$ cat src/rtl/aes_round_controller.sv
// ============================================================================
//  Module   : aes_round_controller
//  Purpose  : Iterative AES-128 round sequencer. It drives an external
//             key store and an external round datapath.
//  Revision : 1.0 - initial release
// ============================================================================
`default_nettype none

module aes_round_controller #(
  parameter int NUM_ROUNDS = 10,
  parameter int KEYIDX_W   = 4
) (
  input  logic                clock,
  input  logic                reset_n,
  input  logic                inValid,
  output logic                inReady,
  input  logic [127:0]        inState,
  output logic [KEYIDX_W-1:0] keyIdx,
  input  logic [127:0]        roundKey,
  output logic [127:0]        roundIn,
  output logic                roundFinal,
  input  logic [127:0]        roundOut,
  output logic                outValid,
  input  logic                outReady,
  output logic [127:0]        outState,
  output logic                busy
);

  typedef enum logic [1:0] {
    ST_IDLE  = 2'd0,
    ST_ROUND = 2'd1,
    ST_DONE  = 2'd2
  } state_t;

  localparam logic [KEYIDX_W-1:0] C_LAST = KEYIDX_W'(NUM_ROUNDS);
  localparam logic [KEYIDX_W-1:0] C_ONE  = KEYIDX_W'(1);

  state_t               r_fsm;
  state_t               w_fsm_nxt;
  logic [KEYIDX_W-1:0]  r_rnd;
  logic [KEYIDX_W-1:0]  w_rnd_nxt;
  logic [127:0]         r_data;
  logic [127:0]         w_data_nxt;

  always_ff @(posedge clock) begin
    if (!reset_n) begin
      r_fsm  <= ST_IDLE;
      r_rnd  <= '0;
      r_data <= '0;
    end else begin
      r_fsm  <= w_fsm_nxt;
      r_rnd  <= w_rnd_nxt;
      r_data <= w_data_nxt;
    end
  end

  always_comb begin
    w_fsm_nxt  = r_fsm;
    w_rnd_nxt  = r_rnd;
    w_data_nxt = r_data;
    inReady    = 1'b0;
    keyIdx     = r_rnd;
    roundFinal = 1'b0;
    outValid   = 1'b0;

    case (r_fsm)
      ST_IDLE: begin
        inReady = 1'b1;
        keyIdx  = '0;
        // Initial AddRoundKey happens here, using key index 0.
        if (inValid) begin
          w_data_nxt = inState ^ roundKey;
          w_rnd_nxt  = C_ONE;
          w_fsm_nxt  = ST_ROUND;
        end
      end

      ST_ROUND: begin
        roundFinal = (r_rnd == C_LAST);
        w_data_nxt = roundOut;
        if (r_rnd == C_LAST) begin
          w_fsm_nxt = ST_DONE;
        end else begin
          w_rnd_nxt = r_rnd + C_ONE;
        end
      end

      ST_DONE: begin
        outValid = 1'b1;
        if (outReady) begin
          w_fsm_nxt = ST_IDLE;
          w_rnd_nxt = '0;
        end
      end

      default: begin
        w_fsm_nxt  = ST_IDLE;
        w_rnd_nxt  = '0;
        w_data_nxt = '0;
      end
    endcase
  end

  assign roundIn  = r_data;
  assign outState = r_data;
  assign busy     = (r_fsm != ST_IDLE);

endmodule

`default_nettype wire

$ cat config.mk
export PLATFORM = sky130hd
export DESIGN_NAME = aes_round_controller
export DESIGN_NICKNAME = d
export VERILOG_FILES = /design/src/rtl/aes_round_controller.sv
export SDC_FILE = /design/constraint.sdc
export NUM_CORES = 1
export LEC_CHECK = 0
export CELL_PAD_IN_SITES_DETAIL_PLACEMENT = 2
export CELL_PAD_IN_SITES_GLOBAL_PLACEMENT = 2
export CORE_AREA = 3 3 254 256
export CTS_CLUSTER_DIAMETER = 80
export DETAILED_ROUTE_END_ITERATION = 10
export DIE_AREA = 0 0 257 259
export PLACE_DENSITY = 0.63
export SLEW_MARGIN = 0
export SYNTH_ARGS = -nofsm -noshare
export SYNTH_HDL_FRONTEND = slang
export SYNTH_SLANG_ARGS = --single-unit
$ cat constraint.sdc
create_clock -name clock -period 2.4 [get_ports clock]
set_input_delay 0.48 -clock clock [delete_from_list [all_inputs] [get_ports clock]]
set_output_delay 0.48 -clock clock [all_outputs]
set_load 0.01 [all_outputs]
==> summary.md, run 1 <==
| Metric | Value |
|---|---|
| Status | finished, final reports clean |
| Count of filler cells inserted in the layout | 7,056 |
| Half-perimeter wire length of the detailed placement result | 36,600 µm |
| Proportion of layout cells with a drive suffix above 1 | 4.22% |
| DRC violation total after the first TritonRoute iteration | 246 |
| VDD IR-drop max | 0.523 mV |
| Multiplexer share of the synthesized area | 0% |
| Launching instance or port of the critical path | r_rnd[0] |
| Routed WL | 46,900 µm |
| Ys flop type | sky130_fd_sc_hd__dfxtp_1 |
| Hold Fails Final Rpt | 0 |
| Synth Register Bits | 134 |
| Global-route wire length before repair | 67,700 µm |
| Cell accounting for the most synthesized area | sky130_fd_sc_hd__dfxtp_1 |
| Pins over their slew limit | 0 |
| Top cells by area, synth | sky130_fd_sc_hd__dfxtp_1 30%, sky130_fd_sc_hd__buf_4 11%, sky130_fd_sc_hd__o221a_1 10% |
| Number of vias in the routed layout | 9,344 |
| Number of synthesized flops with an enable pin | 0 |
| Htree depth | 4 |
| RSZ-0062 raised after global routing | no |
| Number of sinks driven by the clock tree | 134 |
| Via count of the first global-routing pass | 10,600 |
| Number of library cell types mapped by synthesis | 33 |
| Pleak | 5.74 nW |
| Aggregate global routing overflow | 0 |
| Most Crowded Layer GR | met2 |
| Via count normalized by instance count | 3.95 |
| Die outline height | 259 µm |
| Worst setup SP type | flop |
| Final setup violation count | 0 |
| Full die area | 66,600 µm² |
| Global Route met2 Usage | 25.2% |
| Final #Nets | 1,895 |
| Required time of the critical path | 1.92 ns |
| TritonCTS clock tree | yes |
| Worst EP arrival | 1.76 ns |
| Tcrit/Tclk final | 93.3% |
| Category of the critical setup timing path | reg -> out |
| Share of synthesized cell area in full adder, half adder and majority cells | 0.283% |
| Number of nets in the synthesized netlist | 1,417 |
| Horizontal die dimension | 257 µm |
| GRT Total Usage | 13.5% |
| Post-route clock skew | 0.0161 ns |
| Post-synthesis cell area | 8840 µm² |
| Number of detailed-route iterations in the first pass | 4 |
| Area share of the largest cell type after synthesis | 30.4% |
| Largest net degree at the start of global routing | 133 |
| Largest buffer count on any clock path | 2 |
| Initial antenna violation count | 2 |
| Met3 track demand over resource | 4.35% |
| Power density cells | 508 nW/µm² |
| CORE AREA | 62,700 µm² |
| Initial core utilization | 14.1% |
| Main combinational cell family by area after synthesis | compound AO/OA/AOI/OAI gates |
| Average size of a mapped cell | 8.60 µm² |
| Root buffer cell | sky130_fd_sc_hd__clkbuf_16 |
| CTS clk-pin slew, worst paths | 0.06 ns |
| Average wire length per cell after detail routing | 19.8 µm |
| Insertion delay to the later sink of the worst-skew pair | 0.47 ns |
| Crit path to | roundFinal |
| Most frequently used cell type in the post-synthesis netlist | sky130_fd_sc_hd__dfxtp_1 |
| Worst R2R Path Depth | 4 |
| Reg-to-reg slack, setup | 0.45 ns |
| Gate count of the mapped netlist | 1,027 |
| Total power consumption of the routed design | 8.10 mW |
| Sequential cell area fraction in the yosys report | 30.4% |
| Min Clock Period, post-route | 2.24 ns |
| Async S/R FF share, synth | 0% |
| Startpoint of the most critical register-to-register path | r_fsm[0] |
| Share of the synthesized area in compound gates (AO/OA/AOI/OAI) | 20.5% |
| Critical Path End Type | output pin |
| Met1 Use GR | 14.3% |
| Share of synthesized cell area in and, or, nand and nor gates | 20.2% |
| Setup tns final | 0 ns |
| Number of buffers created by CTS | 17 |
| Top Ports | 652 |
| Residual antenna-violating net count after detailed routing | 0 |
| Gp weighted congestion | 0.830 |
| Commonest cells in the netlist | 134 x sky130_fd_sc_hd__dfxtp_1, 130 x sky130_fd_sc_hd__buf_4, 88 x sky130_fd_sc_hd__nor2b_1, 83 x sky130_fd_sc_hd__a21oi_1, 83 x sky130_fd_sc_hd__nand2_1 |
| Transition time at the pin with the least slew margin | 0.977 ns |
| Area grow syn2layout | 80.4% |
| Standard-cell rows | 92 |
| Synthesized-area fraction occupied by xor and xnor cells | 12.8% |
| Cts-stage hold buffer count | 0 |
| Class of the worst hold path | in -> reg |
| Number of warning messages in the yosys log | 0 |
| Max Cap Violations | 0 |
| DRC violation count after routing | 0 |
| Critical R2R Capture | outState[110] |
| Remaining max-slew budget at the tightest pin | 34.8% |
| Number of buffer cells added on primary ports | 651 |
| Max Freq | 447 MHz |
| Maximum fanout count along the critical path | 7 |
-- worst min path at each step --
| stage | from | endpoint | slack [ns] | cells after the start |
|---|---|---|---|---|
| finish | reset_n | outState[69] | 0.41 | 2 |
| global route | reset_n | outState[60] | 0.40 | 2 |
| CTS | reset_n | outState[69] | 0.36 | 2 |
| detailed placement | r_fsm[0] | r_fsm[0] | 0.49 | 1 |
| global placement | r_fsm[0] | r_fsm[0] | 0.48 | 1 |
| floorplan | r_rnd[2] | r_rnd[2] | 0.48 | 1 |
-- flip-flops by register name (all words and copies together), names as in the netlist --
| register | count |
|---|---|
| outState | 128 |
| r_fsm | 2 |
| r_rnd | 4 |
-- final cells by class --
class	count	area [µm²]	share of cell area, %
Sequential cell	134	2690	16.9
Clock buffer	20	447	2.80
Multi-Input combinational cell	678	4770	29.9
Clock inverter	12	151	0.950
Antenna cell	2	5.00	0.0314
Timing Repair Buffer	672	6800	42.7
Inverter	2	7.51	0.0471
Tap cell	846	1060	6.64
-- cells in the final DEF, fill, tap and decap left out, types with 10 or more instances in the layout --
| master | netlist | routed |
|---|---|---|
| sky130_fd_sc_hd__clkdlybuf4s50_1 | 0 | 645 |
| sky130_fd_sc_hd__dfxtp_1 | 134 | 131 |
| sky130_fd_sc_hd__nor2b_1 | 88 | 86 |
| sky130_fd_sc_hd__nand2_1 | 83 | 83 |
| sky130_fd_sc_hd__a21oi_1 | 83 | 83 |
| sky130_fd_sc_hd__xor2_1 | 81 | 81 |
| sky130_fd_sc_hd__o221a_1 | 81 | 81 |
| sky130_fd_sc_hd__nor2_1 | 50 | 49 |
| sky130_fd_sc_hd__xnor2_1 | 48 | 48 |
| sky130_fd_sc_hd__nor3b_1 | 47 | 47 |
| sky130_fd_sc_hd__and2_1 | 47 | 47 |
| sky130_fd_sc_hd__o31a_1 | 47 | 47 |
| sky130_fd_sc_hd__clkbuf_16 | 0 | 17 |
| sky130_fd_sc_hd__buf_4 | 130 | 12 |
| sky130_fd_sc_hd__buf_12 | 0 | 10 |
-- through the flow --
stage	cell area [µm²]	cells	setup WS (ns)	util [%]	hold slack, ns
2_1_floorplan	8840	1027	0.705	-	0.480
3_3_place_gp	15300	2331	0.231	24.4	0.483
3_5_place_dp	15300	2331	0.204	24.4	0.490
4_1_cts	15900	2363	0.00180	25.4	0.364
5_1_grt	15900	2365	0.0217	25.4	0.398
6_report	15900	2366	0.161	25.4	0.408
-- critical path: stages, from the launching register on --
cell,delay (ns)
sky130_fd_sc_hd__dfxtp_1,0.40
sky130_fd_sc_hd__inv_2,0.08
sky130_fd_sc_hd__ha_1,0.20
sky130_fd_sc_hd__and3b_2,0.25
sky130_fd_sc_hd__nand2_1,0.10
sky130_fd_sc_hd__nor2_2,0.05
sky130_fd_sc_hd__clkdlybuf4s15_2,0.22
-- where the power goes --
| part | internal [mW] | switching, mW |
|---|---|---|
| Sequential | 2.42 | 0.213 |
| Clock | 1.66 | 1.16 |
| Combinational | 1.63 | 1.03 |
-- kinds of logic after synthesis --
logic type                 count (synthesis)
and+or+nand+nor                          327
AOI/OAI and AO/OA                        220
buffers and inverters                    215
DFF                                      134
xor gates and xnor gates                 129
adders and majority gates                  2
-- repair_timing --
item | CTS | global route
gates resized for setup | 5 | 6
endpoints found under the setup margin | 2 | 4
buffers inserted | 0 | 1
-- routing by layer --
metal | part of all wire [%] | routed length (µm) | up-vias
met1 | 38 | 18000 | 4553
li1 | - | - | 4354
met4 | 2.1 | 971 | 0
met5 | 0 | 0 | -
met3 | 6.8 | 3170 | 33
met2 | 53 | 24700 | 404
Note: power is estimated with default switching activity, not from simulation.
==> run 2: changes to the inputs <==
--- a/config.mk
+++ b/config.mk
@@ -7,10 +7,10 @@
 export LEC_CHECK = 0
 export CELL_PAD_IN_SITES_DETAIL_PLACEMENT = 2
 export CELL_PAD_IN_SITES_GLOBAL_PLACEMENT = 2
-export CORE_AREA = 3 3 254 256
+export CORE_AREA = 2 2 253 255
 export CTS_CLUSTER_DIAMETER = 80
 export DETAILED_ROUTE_END_ITERATION = 10
-export DIE_AREA = 0 0 257 259
+export DIE_AREA = 0 0 255 257
 export PLACE_DENSITY = 0.63
 export SLEW_MARGIN = 0
 export SYNTH_ARGS = -nofsm -noshare
==> run 2 against run 1 <==
Effect of this change:
- utilization hardly changed
- critical path depth is 3 lower
- global-route usage is 0.39 points higher
- critical path type unchanged
- highest routed layer is now met5
==> summary.md, run 2 (synthesis gave the netlist of run 1 again) <==
| Metric | Value |
|---|---|
| Residual antenna-violating net count after detailed routing | 0 |
| Final #Nets | 1,899 |
| VDD IR-drop max | 0.476 mV |
| CTS clk-pin slew, worst paths | 0.06 ns |
| RSZ-0062 raised after global routing | no |
| Top Ports | 652 |
| Initial antenna violation count | 2 |
| Status | finished, final reports clean |
| Via count normalized by instance count | 3.95 |
| Worst setup SP type | flop |
| DRC violation count after routing | 0 |
| Area of the multi-input gates | 4780 µm² |
| Proportion of layout cells with a drive suffix above 1 | 4.15% |
| Critical Path End Type | output pin |
| Hold Fails Final Rpt | 0 |
| CORE AREA | 62,700 µm² |
| Via count of the first global-routing pass | 10,400 |
| Post-route clock skew | 0.0147 ns |
| Transition time at the pin with the least slew margin | 0.648 ns |
| Fin area | 15,900 µm² |
| Commonest non-fill, non-tap cell in the layout | sky130_fd_sc_hd__clkdlybuf4s50_1 |
| Setup tns final | 0 ns |
| Pins over their slew limit | 0 |
| Aggregate global routing overflow | 0 |
| Root buffer cell | sky130_fd_sc_hd__clkbuf_16 |
| DRC violation total after the first TritonRoute iteration | 252 |
| Number of buffer cells added on primary ports | 651 |
| Power density cells | 496 nW/µm² |
| Category of the critical setup timing path | reg -> out |
| Largest register FFs | 128 |
| Largest buffer count on any clock path | 2 |
| Initial core utilization | 14.1% |
| Number of detailed-route iterations in the first pass | 5 |
| Full die area | 65,500 µm² |
| Half-perimeter wire length of the detailed placement result | 36,300 µm |
| Die outline height | 257 µm |
| Max Cap Violations | 0 |
| Commonest non-fill, non-tap cells in the layout | 646 x sky130_fd_sc_hd__clkdlybuf4s50_1, 132 x sky130_fd_sc_hd__dfxtp_1, 86 x sky130_fd_sc_hd__nor2b_1 |
| Standard-cell rows | 92 |
| GRT Total Usage | 13.9% |
| Number of vias in the routed layout | 9,353 |
| Area grow syn2layout | 80.2% |
| Count of filler cells inserted in the layout | 7,032 |
| Global-route wire length before repair | 67,300 µm |
| TritonCTS clock tree | yes |
| Tcrit/Tclk final | 93.4% |
| Pleak | 5.70 nW |
| Routed WL | 46,600 µm |
| Htree depth | 4 |
| Combined flip-flop and latch cell area | 2690 µm² |
| Min Clock Period, post-route | 2.24 ns |
| Average wire length per cell after detail routing | 19.7 µm |
| Remaining max-slew budget at the tightest pin | 56.8% |
| Largest net degree at the start of global routing | 112 |
| Maximum fanout count along the critical path | 6 |
| Required time of the critical path | 1.92 ns |
| Final setup violation count | 0 |
| Number of sinks driven by the clock tree | 134 |
| Post-Route Utilization | 25.4% |
| Gp weighted congestion | 0.722 |
| Number of buffers created by CTS | 17 |
| Setup fix buffers added after clock tree synthesis | 0 |
| Max Freq | 446 MHz |
| Insertion delay to the later sink of the worst-skew pair | 0.47 ns |
| Standard cell area after detailed placement | 15,400 µm² |
| Horizontal die dimension | 255 µm |
| Worst EP arrival | 1.76 ns |
| Class of the worst hold path | in -> reg |
==> run 2: cell count changes in the layout (fill, tap and decap cells not counted), sizes merged, moves of 2 or more <==
cell	change
buf	+5
dlymetal6s2s	-3
dlygate4sd2	+2
bufinv	-2
==> run 2: critical path, cell delays in order (launching register included) <==
cell                              delay, ns
sky130_fd_sc_hd__dfxtp_4               0.38
sky130_fd_sc_hd__nor2_4                0.16
sky130_fd_sc_hd__buf_4                 0.19
sky130_fd_sc_hd__clkdlybuf4s50_1       0.56
==> run 2: worst paths after layout <==
check | from | end | slack [ns] | depth (start not counted)
min reg2reg | r_rnd[3] | r_rnd[3] | 0.55 | 1
max reg2reg | r_fsm[0] | outState[31] | 0.60 | 5
min | reset_n | r_fsm[1] | 0.38 | 3
max | r_fsm[1] | inReady | 0.16 | 3
==> run 2: where the power goes <==
part           internal (mW)  switching [mW]  total, mW
registers               2.42           0.214       2.64
clock network           1.45            1.16       2.61
logic                   1.64            1.02       2.66
total                   5.51            2.39       7.91
==> run 2: per-layer routing <==
metal  share of wire, %  track usage (%)  vias up
met5              0.028                0        -
met1                 38             14.6     4547
met2                 53             26.1      408
li1                   -                -     4360
met4                1.7             4.14        2
met3                7.7             4.38       36
==> run 2: final cells by class <==
class | count | share of cell area, %
repair buffers | 676 | 43.0
multi-input cells | 678 | 30.0
flip-flops and latches | 134 | 16.9
well taps | 846 | 6.65
clock buffers | 20 | 2.87
clock inverters | 9 | 0.503
inverters | 2 | 0.0471
diodes | 1 | 0.0157
==> run 2: timing repair <==
item                       4_1_cts  5_1_grt
resized for setup                6        0
hold buffers                     0        0
setup endpoints to repair        6        0
==> run 2: per-stage QoR <==
step	cells	power, mW	setup WS, ns	hold slack [ns]
2_1_floorplan	1027	3.82	0.705	0.480
3_3_place_gp	2336	5.34	0.0988	0.524
3_5_place_dp	2336	5.39	0.0930	0.537
4_1_cts	2365	8.13	0.0345	0.340
5_1_grt	2366	8.37	0.0140	0.385
6_report	2366	7.91	0.159	0.379
